File: config.mk
export PLATFORM = sky130hd
export DESIGN_NAME = pal_sop_array
export DESIGN_NICKNAME = d
export VERILOG_FILES = /design/src/rtl/pal_pkg.sv /design/src/rtl/pal_term.sv /design/src/rtl/pal_sop_array.sv
export SDC_FILE = /design/constraint.sdc
export NUM_CORES = 1
export LEC_CHECK = 0
export ABC_AREA = 0
export CORE_MARGIN = 2
export CORE_UTILIZATION = 50
export DETAILED_ROUTE_END_ITERATION = 8
export GPL_TIMING_DRIVEN = 1
export PLACE_DENSITY = 0.7
export SLEW_MARGIN = 20
export SYNTH_ARGS = -nofsm -noshare
export SYNTH_HDL_FRONTEND = slang
export SYNTH_SLANG_ARGS = --single-unit
File: constraint.sdc
create_clock -name clk -period 1.4 [get_ports clk]
set_input_delay 0.28 -clock clk [delete_from_list [all_inputs] [get_ports clk]]
set_output_delay 0.28 -clock clk [all_outputs]
set_load 0.02 [all_outputs]
File: src/rtl/pal_pkg.sv
// pal_sop_array shared types: FSM states and configuration bit layout.
package pal_pkg;

  typedef enum logic [1:0] {
    IDLE = 2'd0,
    LOAD = 2'd1,
    RUN  = 2'd2
  } state_e;

  function automatic int cfg_bits(
    input int n_in,
    input int n_terms,
    input int n_out
  );
    return n_out * n_terms * 2 * n_in;
  endfunction

  function automatic int cfg_idx(
    input int o,
    input int t,
    input int l,
    input int n_in,
    input int n_terms
  );
    return o * n_terms * 2 * n_in + t * 2 * n_in + l;
  endfunction

endpackage

File: src/rtl/pal_term.sv
// One product term: AND of the selected true/complemented literals.
module pal_term #(
  parameter int N_IN = 6
) (
  input  logic [N_IN-1:0]   in_data_i,
  input  logic [2*N_IN-1:0] mask_i,
  output logic              term_o
);

  logic [2*N_IN-1:0] lits_w;

  assign lits_w = {~in_data_i, in_data_i};

  // An empty mask would AND to 1; force it to a disabled (0) term.
  assign term_o = (|mask_i) & (&(lits_w | ~mask_i));

endmodule

File: src/rtl/pal_sop_array.sv
// Programmable sum-of-products array with serial config load
// and a one-cycle registered evaluation path.
module pal_sop_array
  import pal_pkg::*;
#(
  parameter int N_IN    = 6,
  parameter int N_TERMS = 2,
  parameter int N_OUT   = 2
) (
  input  logic             clk,
  input  logic             reset,
  input  logic             cfg_start,
  input  logic             cfg_en,
  input  logic             cfg_bit,
  output logic             cfg_done,
  input  logic             in_valid,
  input  logic [N_IN-1:0]  in_data,
  output logic             out_valid,
  output logic [N_OUT-1:0] out_data
);

  localparam int CFG_BITS = cfg_bits(N_IN, N_TERMS, N_OUT);
  localparam int CW = $clog2(CFG_BITS + 1);
  localparam logic [CW-1:0] LAST = CW'(CFG_BITS - 1);

  state_e              state_q, state_d;
  logic [CFG_BITS-1:0] cfg_q, cfg_d;
  logic [CW-1:0]       cnt_q, cnt_d;
  logic                vld_q, vld_d;
  logic [N_OUT-1:0]    dat_q, dat_d;

  logic [N_OUT-1:0][N_TERMS-1:0] term_w;
  logic [N_OUT-1:0]              sop_w;

  for (genvar o = 0; o < N_OUT; o++) begin : g_out
    for (genvar t = 0; t < N_TERMS; t++) begin : g_term
      localparam int B = cfg_idx(o, t, 0, N_IN, N_TERMS);
      pal_term #(
        .N_IN(N_IN)
      ) u_term (
        .in_data_i(in_data),
        .mask_i   (cfg_q[B +: 2*N_IN]),
        .term_o   (term_w[o][t])
      );
    end
    assign sop_w[o] = |term_w[o];
  end

  always_ff @(posedge clk) begin
    if (reset) begin
      state_q <= IDLE;
      cfg_q   <= '0;
      cnt_q   <= '0;
      vld_q   <= 1'b0;
      dat_q   <= '0;
    end else begin
      state_q <= state_d;
      cfg_q   <= cfg_d;
      cnt_q   <= cnt_d;
      vld_q   <= vld_d;
      dat_q   <= dat_d;
    end
  end

  always_comb begin
    state_d = state_q;
    cfg_d   = cfg_q;
    cnt_d   = cnt_q;
    vld_d   = 1'b0;
    dat_d   = dat_q;
    // A restart beats any beat offered in the same cycle.
    if (cfg_start) begin
      state_d = LOAD;
      cfg_d   = '0;
      cnt_d   = '0;
      dat_d   = '0;
    end else begin
      case (state_q)
        LOAD: begin
          if (cfg_en) begin
            cfg_d = {cfg_q[CFG_BITS-2:0], cfg_bit};
            cnt_d = cnt_q + CW'(1);
            if (cnt_q == LAST) begin
              state_d = RUN;
              cnt_d   = '0;
            end
          end
        end
        RUN: begin
          if (in_valid) begin
            vld_d = 1'b1;
            dat_d = sop_w;
          end
        end
        default: ;
      endcase
    end
  end

  assign cfg_done  = (state_q == RUN);
  assign out_valid = vld_q;
  assign out_data  = dat_q;

endmodule

## Yosys cells after proc, flatten, opt, wreduce, memory -nomap -nowiden

Index checks and enable logic that the tools add are counted.

| operators by class | value |
|---|---|
| add/subtract/negate cells | 1 |
| equal/unequal tests | 3 |
| muxes and demuxes | 6 |
| bitwise gates (word level) | 14 |
| reduce and logical (&&, ||, !) cells | 19 |

Operators by type and width:

| kind | count |
|---|---|
| NOT 12 bit | 4 |
| OR 12 bit | 4 |
| AND reduction 12 bit | 4 |
| OR reduction 12 bit | 4 |
| adder 6 x 1 -> 6 bit, second input constant | 1 |
| equality test 6 bit, second input constant | 1 |
| 2-to-1 mux 6 bit | 1 |
| NOT 6 bit | 1 |
| AND reduction 3 bit | 2 |
| nonzero test 2 bit | 3 |
| OR reduction 2 bit | 3 |
| 2-to-1 mux 1 bit | 5 |
| AND 1 bit | 4 |
| AND reduction 2 bit | 2 |
| OR reduction 3 bit | 1 |
| equality test 2 x 1 -> 1 bit, second input constant | 1 |
| equality test 2 bit, second input constant | 1 |
| NOT 1 bit | 1 |

| word-level totals | value |
|---|---|
| register bits | 59 |
| input port bits | 12 |
| output and inout bits | 4 |
| logic and storage cells | 49 |

## Depth between registers and ports, before layout

Gate-level depths: netlist (run 1).

| logic depth | value |
|---|---|
| depth in word-level cells | 5 |
| mapped depth | 5 |
| depth with buffers taken out | 5 |

## Cells and area by module

From an unflattened synthesis (run 1), not the netlist that was laid out.

| second synthesis, totals | value |
|---|---|
| cells, all modules | 318 |
| area total of the unflattened synthesis | 2561.2 um^2 |

By module, submodules not included:

| module | times used | cells an instance | area each (um^2) | sequential area each (um^2) |
|---|---|---|---|---|
| pal_sop_array | 1 | 266 | 2160.8 | 1181.1 |
| pal_term | 4 | 13 | 100.1 | 0.0 |

## Least setup slack after synthesis (run 1)

No wires, ideal clock.

| timing | value |
|---|---|
| kind | register to register |
| from | register state_q[1] |
| to | register cnt_q[4] |
| setup time | 70 ps |
| arrival | 1165 ps |
| data required time | 1330 ps |
| slack | 164 ps |
| cell stages (with the launch flop) | 6 |
| buffers on the path | 1 |
| period minus slack after synthesis | 1236 ps |
| path through | dfxtp_1 and3b_1 buf_4 nand4_1 or3_1 a21oi_1 |

| on the way | value |
|---|---|
| word-level cells in the longest chain between the ends | 2 |

RTL lines:

| what | RTL line | RTL |
|---|---|---|
| start, declared | pal_sop_array.sv:26 | `state_e state_q, state_d;` |
| start signal, assigned | pal_sop_array.sv:57 | `state_q <= state_d;` |
| equality test 2 x 1 -> 1 bit | pal_sop_array.sv:78 | `case (state_q)` |
| AND reduction 2 bit (no source line) | -- |  |
| end signal, assigned | pal_sop_array.sv:59 | `cnt_q <= cnt_d;` |
| end, declared | pal_sop_array.sv:28 | `logic [CW-1:0] cnt_q, cnt_d;` |

No other way between the ends.
A chain may end at the register's enable or synchronous reset.

## Worst setup path in the final report (run 1)

| timing | value |
|---|---|
| from | register dat_q[1], in the netlist out_data[1] |
| to | output port out_data[1] |

RTL lines:

| what | RTL line | RTL |
|---|---|---|
| start, declared | pal_sop_array.sv:30 | `logic [N_OUT-1:0] dat_q, dat_d;` |
| start signal, assigned | pal_sop_array.sv:61 | `dat_q <= dat_d;` |
| end, declared | pal_sop_array.sv:19 | `output logic [N_OUT-1:0] out_data` |

No word-level cell between the ends.

==> impl_metrics.csv, run 1 <==
group,metric,value,unit
clock_network,cts_inserted_buffers,9,
floorplan,initial_core_util,52.68,%
place,port_buffers,15,
setup_path,critPathBufInv,1,
floorplan,fp.dieW,75.01,um
drt,drt-initial-drc-count,161,
timing,slew_viol_final,0,
setup_path,max_stage_delay,0.36,ns
setup_path,cp.required,1.12,ns
yosys,avgSynthCellArea,7.978,um2
yosys,synthArstFlopShare,0,%
yosys,synth_area_leaders,"dfxtp_1 (47%), nand2_1 (15%), a21oi_1 (10%), mux2i_1 (8.3%), nor4_1 (3.0%)",
timing,fin_crit_sh,94.61,%
drt,via_per_inst,5.384,
yosys,synth_area_leader_cell,"dfxtp_1",
floorplan,core-area,4786,um2
layout,stdcell_count,414,
clock_network,clk_pin_slew,0.06,ns
drt,antenna_left,0,
layout,fin_nets,356,
timing,slew_headroom,77.85,%
timing,skew,0.007835,ns
yosys,ys_ff_latch,59,
yosys,netlist_instances,316,
setup_path,path_cells,"dlygate4sd2_1",
layout,fin_util,62.88,%
setup_path,critical_path_class,"flop to primary output",
yosys,synth_seq_area_share,46.85,%
timing,max_freq,755.0,MHz
drt,drc,0,
power_and_ir_drop,ir_drop,0.8449,mV
clock_network,cts_sinks,59,
setup_path,endpoint_kind,"primary output",
run,max_cap_violations,0,
place,hpwl,3.735,mm
layout,multi_input_comb_area,1251,um2
timing,worstMarginPinSlew,0.3322,ns
yosys,synth-edff-count,0,
yosys,synth_common_cells,"nand2_1 (101), dfxtp_1 (59), a21oi_1 (52), mux2i_1 (21), nor4_1 (12)",
timing,post-route-min-period,1.325,ns
layout,regArea,1181,um2
yosys,ys_warn_count,0,
grt,grt_use_total,22.58,%
yosys,synth_ff_type,"dfxtp_1",
drt,via_count,2229,
worst_hold_path,hp-class,"flop to flop",
setup_path,crit_family,"flip-flops",
yosys,ys_types,31,
clock_network,ctsHoldBuffers,0,
grt,grt_overflow,0,
yosys,synth_most_common_cell,"nand2_1",
floorplan,fp-row-count,25,
yosys,synth_area,2521,um2
place,place_inst,399,
power_and_ir_drop,power.density,1052,nW/um2
timing,setup_violations,0,
layout,fill_cells,445,
clock_network,postCtsSetupBuffers,0,
floorplan,die_h,75.01,um
setup_path,arrival,1.04,ns
layout,fin_area,3009,um2
drt,wl,5.706,mm
clock_network,root_buffer,"clkbuf_8",
drt,routedWlPerCell,13.78,um
place,dpl_cell_area,2851,um2
outcome,status,"finished, final reports clean",
clock_network,clock_latency,0.34,ns
layout,drive_gt1_share,12.39,%
timing,hold_viol,0,
grt,grt_start_max_net_pins,50,
grt,grt_pass1_wl,9.397,mm
yosys,synth_top_area_share,46.85,%
drt,drt_pass1_iterations,5,
floorplan,dieArea,5627,um2
layout,area_growth,19.35,%
setup_path,cp_max_fo,2,
power_and_ir_drop,total_power,0.003167,W
clock_network,htreeDepth,3,
grt,grt_pass1_vias,2080,
clock_network,cts_tree,"done",
setup_path,crit_slowest_cell,"dfxtp_1",
place,gp_congestion,0.8352,
floorplan,ios,16,
layout,antenna_cells,0,
yosys,synth.net_count,329,
power_and_ir_drop,cellLeakagePower,1.084,nW
clock_network,clock_path_buffers,2,
setup_path,start_kind,"flop",
grt,antenna_found_initial,0,
repair_timing:
| item | CTS | global route |
|---|---|---|
| setup endpoints to repair | 4 | 4 |
| pin swaps | 0 | 0 |
| endpoints found under the hold margin | 0 | 0 |
| gates resized for setup | 6 | 4 |
stage by stage:
stage               hold WS (ns)     TNS, ns  worst slack (ns)
detailed placement        0.4741      -10.24           -0.3143
global placement          0.4647      -9.114           -0.2862
CTS                       0.4783           0           0.01696
floorplan                 0.3491           0            0.1643
finish                    0.4818           0           0.07548
global route              0.5065  -0.0008633        -0.0008633
metal layers:
layer	GRT usage (%)	up-vias	wire length, um
li1	-	1141	-
met1	28.29	1031	2551
met2	34.31	46	2722
met3	6.827	11	333
met4	13.29	0	97
met5	0	-	0
kinds of logic after synthesis:
kind of cell,after synthesis,share of synthesized area [%]
fa+ha+maj,1,0.4962
flops,59,46.85
mux,23,9.231
compound gates,57,11.76
buf+inv,23,3.722
simple gates,150,26.90
xor+xnor,3,1.042
where the power goes:
part,leakage (nW),internal (W),switching (W)
logic,0.523,0.0000816,0.000107
registers,0.475,0.00168,0.00000400
clock network,0.0860,0.000671,0.000621
cell type report:
cell class	count	area share, %
multi-input combinational	234	41.58
sequential	59	39.25
timing repair buffer	38	10.94
clock buffer	12	4.823
tap	67	2.786
clock inverter	3	0.4990
inverter	1	0.1247
sequential cells by signal, indices dropped and copies added (netlist names):
name,cells
out_valid,1
cnt_q,6
out_data,2
cfg_q,48
state_q,2
worst paths after layout:
path,start,end,slack (ns),cells after the start
max,out_data[1]$_SDFFE_PP0P_,out_data[1],0.08,1
min,cfg_q[47]$_SDFFE_PP0P_,cfg_q[47]$_SDFFE_PP0P_,0.48,2
max reg2reg,cnt_q[0]$_SDFFE_PP0P_,state_q[0]$_SDFFE_PP0P_,0.08,5
min reg2reg,cfg_q[47]$_SDFFE_PP0P_,cfg_q[47]$_SDFFE_PP0P_,0.48,2
layout by cell type, fill, tap and decap left out, types with 2 or more instances in the layout:
cell type | synthesis | routed
xor2_1 | 2 | 2
dfxtp_1 | 59 | 59
nor4_1 | 12 | 12
nor2_1 | 5 | 5
mux2_2 | 2 | 2
dlygate4sd2_1 | 0 | 3
nor3_1 | 2 | 2
nand3b_1 | 2 | 2
and4_1 | 2 | 2
o211ai_1 | 2 | 2
nand3_1 | 7 | 7
nor2b_1 | 3 | 3
clkbuf_8 | 0 | 10
nor3b_1 | 2 | 2
mux2i_1 | 21 | 21
a211oi_1 | 2 | 2
clkdlybuf4s50_1 | 0 | 10
clkbuf_1 | 11 | 2
a21oi_1 | 52 | 52
clkinv_2 | 0 | 3
nand4_1 | 8 | 8
nand2_1 | 101 | 101
buf_4 | 1 | 22
Power figures use the tool's default switching activity.
==> inputs of run 2 (changes only) <==
--- a/config.mk
+++ b/config.mk
@@ -11,7 +11,7 @@
 export DETAILED_ROUTE_END_ITERATION = 8
 export GPL_TIMING_DRIVEN = 1
 export PLACE_DENSITY = 0.7
-export SLEW_MARGIN = 20
+export SLEW_MARGIN = 15
 export SYNTH_ARGS = -nofsm -noshare
 export SYNTH_HDL_FRONTEND = slang
 export SYNTH_SLANG_ARGS = --single-unit
==> constraint.sdc (replaced) <==
create_clock -name clk -period 1.6 [get_ports clk]
set_input_delay 0.32 -clock clk [delete_from_list [all_inputs] [get_ports clk]]
set_output_delay 0.32 -clock clk [all_outputs]
set_load 0.02 [all_outputs]
==> run 2 against run 1 <==
Register-to-register slack better by 0.18 ns. Cell area is 3.2% higher. Clock skew is 0.0011 ns lower. Routed wire length is 0.74% lower. Clock power is 28% higher. Cell count is 0.24% higher. Setup slack better by 0.011 ns. Critical path depth is 1 higher. Power is 4.0% higher. Core utilization is 2.0 points higher. Sequential share of layout area is 1.2 points lower. Sequential power is 12% lower. Largest power group is now the clock network. Highest routed layer unchanged.
==> impl_metrics.csv, run 2 (same netlist as run 1, synthesis figures left out) <==
group,metric,value,unit
outcome,status,"finished, final reports clean",
setup_path,critical_path_class,"flop to primary output",
clock_network,clock_path_buffers,2,
place,port_buffers,15,
timing,fin_crit_sh,94.60,%
place,hpwl,3.846,mm
timing,max_freq,660.6,MHz
floorplan,ios,16,
clock_network,clk_pin_slew,0.06,ns
drt,drt_pass1_iterations,4,
clock_network,cts_tree,"done",
layout,drive_gt1_share,12.07,%
power_and_ir_drop,ir_drop,1.017,mV
setup_path,reg2reg_depth,5,
drt,wl,5.664,mm
floorplan,fp.dieW,75.01,um
setup_path,endpoint_kind,"primary output",
power_and_ir_drop,switchingPower,0.0006721,W
power_and_ir_drop,combPwrFrac,5.2,%
clock_network,cts_inserted_buffers,9,
layout,largestRegisters,"cfg_q (48), cnt_q (6)",
floorplan,dieArea,5627,um2
power_and_ir_drop,pwr-share-clk,50.0,%
run,max_cap_violations,0,
floorplan,initial_core_util,52.68,%
power_and_ir_drop,p_seq_share,44.8,%
drt,drc,0,
clock_network,root_buffer,"clkbuf_8",
drt,routedWlPerCell,13.65,um
clock_network,htreeDepth,3,
power_and_ir_drop,cellInternalPower,0.002622,W
setup_path,reg2reg_to,"state_q[0]$_SDFFE_PP0P_",
grt,grt_start_max_net_pins,49,
grt,grt.busiest_layer,"met2",
worst_hold_path,hold_path_depth,2,
layout,fin_area,3104,um2
drt,via_count,2227,
floorplan,fp-row-count,25,
setup_path,cp.required,1.28,ns
drt,antenna_left,0,
setup_path,start_kind,"flop",
setup_path,crit_slowest_cell,"dfxtp_1",
worst_hold_path,min_from,"cfg_q[47]$_SDFFE_PP0P_",
power_and_ir_drop,swShare,20.40,%
layout,mostFrequentLayoutCells,"nand2_1 (101), dfxtp_1 (59), a21oi_1 (52), mux2i_1 (21), buf_4 (21)",
layout,regMostFlops,"cfg_q",
grt,antenna_found_initial,0,
setup_path,r2r_slack,0.26,ns
grt,grt_use_total,22.58,%
floorplan,die_h,75.01,um
grt,grt_pass1_wl,9.473,mm
grt,grt_pass1_vias,2055,
setup_path,path_cells,"nor2b_1 > dlygate4sd2_1",
layout,fin_util,64.86,%
drt,drt-initial-drc-count,140,
setup_path,cp_max_fo,5,
grt,met2_usage,34.99,%
grt,grt_util_met3,9.103,%
layout,fill_cells,434,
layout,final_common_cell,"nand2_1",
timing,slew_viol_final,0,
setup_path,max_stage_delay,0.37,ns
floorplan,core-area,4786,um2
clock_network,cts.repair.resized,3,
layout,fin_nets,356,
layout,area_growth,23.13,%
layout,antenna_cells,0,
power_and_ir_drop,cellLeakagePower,1.137,nW
grt,use_met1,28.96,%
drt,via_per_inst,5.366,
timing,rsz0062_at_grt,"false",
power_and_ir_drop,power.density,1061,nW/um2
setup_path,timing.rr.start,"cnt_q[0]$_SDFFE_PP0P_",
clock_network,cts_sinks,59,
timing,worstMarginPinSlew,0.2684,ns
setup_path,arrival,1.19,ns
clock_network,clock_latency,0.34,ns
place,gp_congestion,0.8451,
place,dpl_cell_area,2864,um2
worst_hold_path,hp-class,"flop to flop",
worst_hold_path,holdPathEnd,"cfg_q[47]$_SDFFE_PP0P_",
timing,slew_headroom,81.94,%
timing,setup_violations,0,
timing,hold_viol,0,
timing,skew,0.006767,ns
clock_network,ctsHoldBuffers,0,
layout,largest_reg_flops,48,
timing,fin_tns_setup,0,ns
clock_network,postCtsSetupBuffers,0,
grt,grt_overflow,0,
timing,post-route-min-period,1.514,ns
[run 2: cell types whose count changed in the layout (fill, tap and decap cells not counted), sizes merged]
| cell | before | now |
|---|---|---|
| bufinv | 0 | 3 |
| buf | 24 | 23 |
| clkbuf | 12 | 11 |
| clkdlybuf4s50 | 10 | 11 |
| clkinv | 3 | 2 |
[run 2: final cells by class]
| type | instances | area (um2) | share of cell area (%) |
|---|---|---|---|
| inverters | 1 | 3.754 | 0.1209 |
| well taps | 67 | 83.83 | 2.701 |
| multi-input cells | 234 | 1247 | 40.19 |
| clock buffers | 11 | 141.4 | 4.555 |
| flip-flops and latches | 59 | 1181 | 38.05 |
| repair buffers | 38 | 346.6 | 11.16 |
| clock inverters | 5 | 100.1 | 3.225 |
[run 2: how the worst max path moves through the flow]
stage                     slack [ns]  depth (start not counted)               startpoint                        to
final                           0.09                          2  state_q[1]$_SDFFE_PP0P_                  cfg_done
after CTS                       0.04                          1     out_valid$_SDFF_PP0_                 out_valid
after global routing            0.02                          2  state_q[1]$_SDFFE_PP0P_                  cfg_done
after floorplan                 0.36                          5  state_q[1]$_SDFFE_PP0P_     cnt_q[4]$_SDFFE_PP0P_
after global placement         -0.14                          5               in_data[3]  out_data[0]$_SDFFE_PP0P_
after detailed placement       -0.18                          5               in_data[3]  out_data[1]$_SDFFE_PP0P_
[run 2: per-stage QoR]
step	power [W]	instances	hold slack [ns]	setup WS, ns
2_1_floorplan	0.001593	316	0.3891	0.3643
3_3_place_gp	0.001680	399	0.4647	-0.1356
3_5_place_dp	0.001680	399	0.4753	-0.1821
4_1_cts	0.003322	415	0.4843	0.03733
5_1_grt	0.003399	415	0.5003	0.02380
6_report	0.003294	415	0.4809	0.08633
[run 2: power by group through the flow]
| stage | Sequential, W | Clock [W] | Combinational, W |
|---|---|---|---|
| finish | 0.00148 | 0.00165 | 0.000172 |
| global route | 0.00147 | 0.00174 | 0.000185 |
| CTS | 0.00148 | 0.00167 | 0.000173 |
| detailed placement | 0.00151 | 0 | 0.000172 |
| global placement | 0.00151 | 0 | 0.000172 |
| floorplan | 0.00151 | 0 | 0.0000857 |
[run 2: worst max-delay path: cells and delay by family (launching register included)]
family | cells | cell delay, ns
flops | 1 | 0.37
buf+inv | 1 | 0.34
simple gates | 1 | 0.15
[run 2: metal layers]
layer  routed length, um  up-vias
li1                    -     1137
met1                2654     1033
met2                2670       51
met3                 278        6
met4                  61        0
met5                   0        -
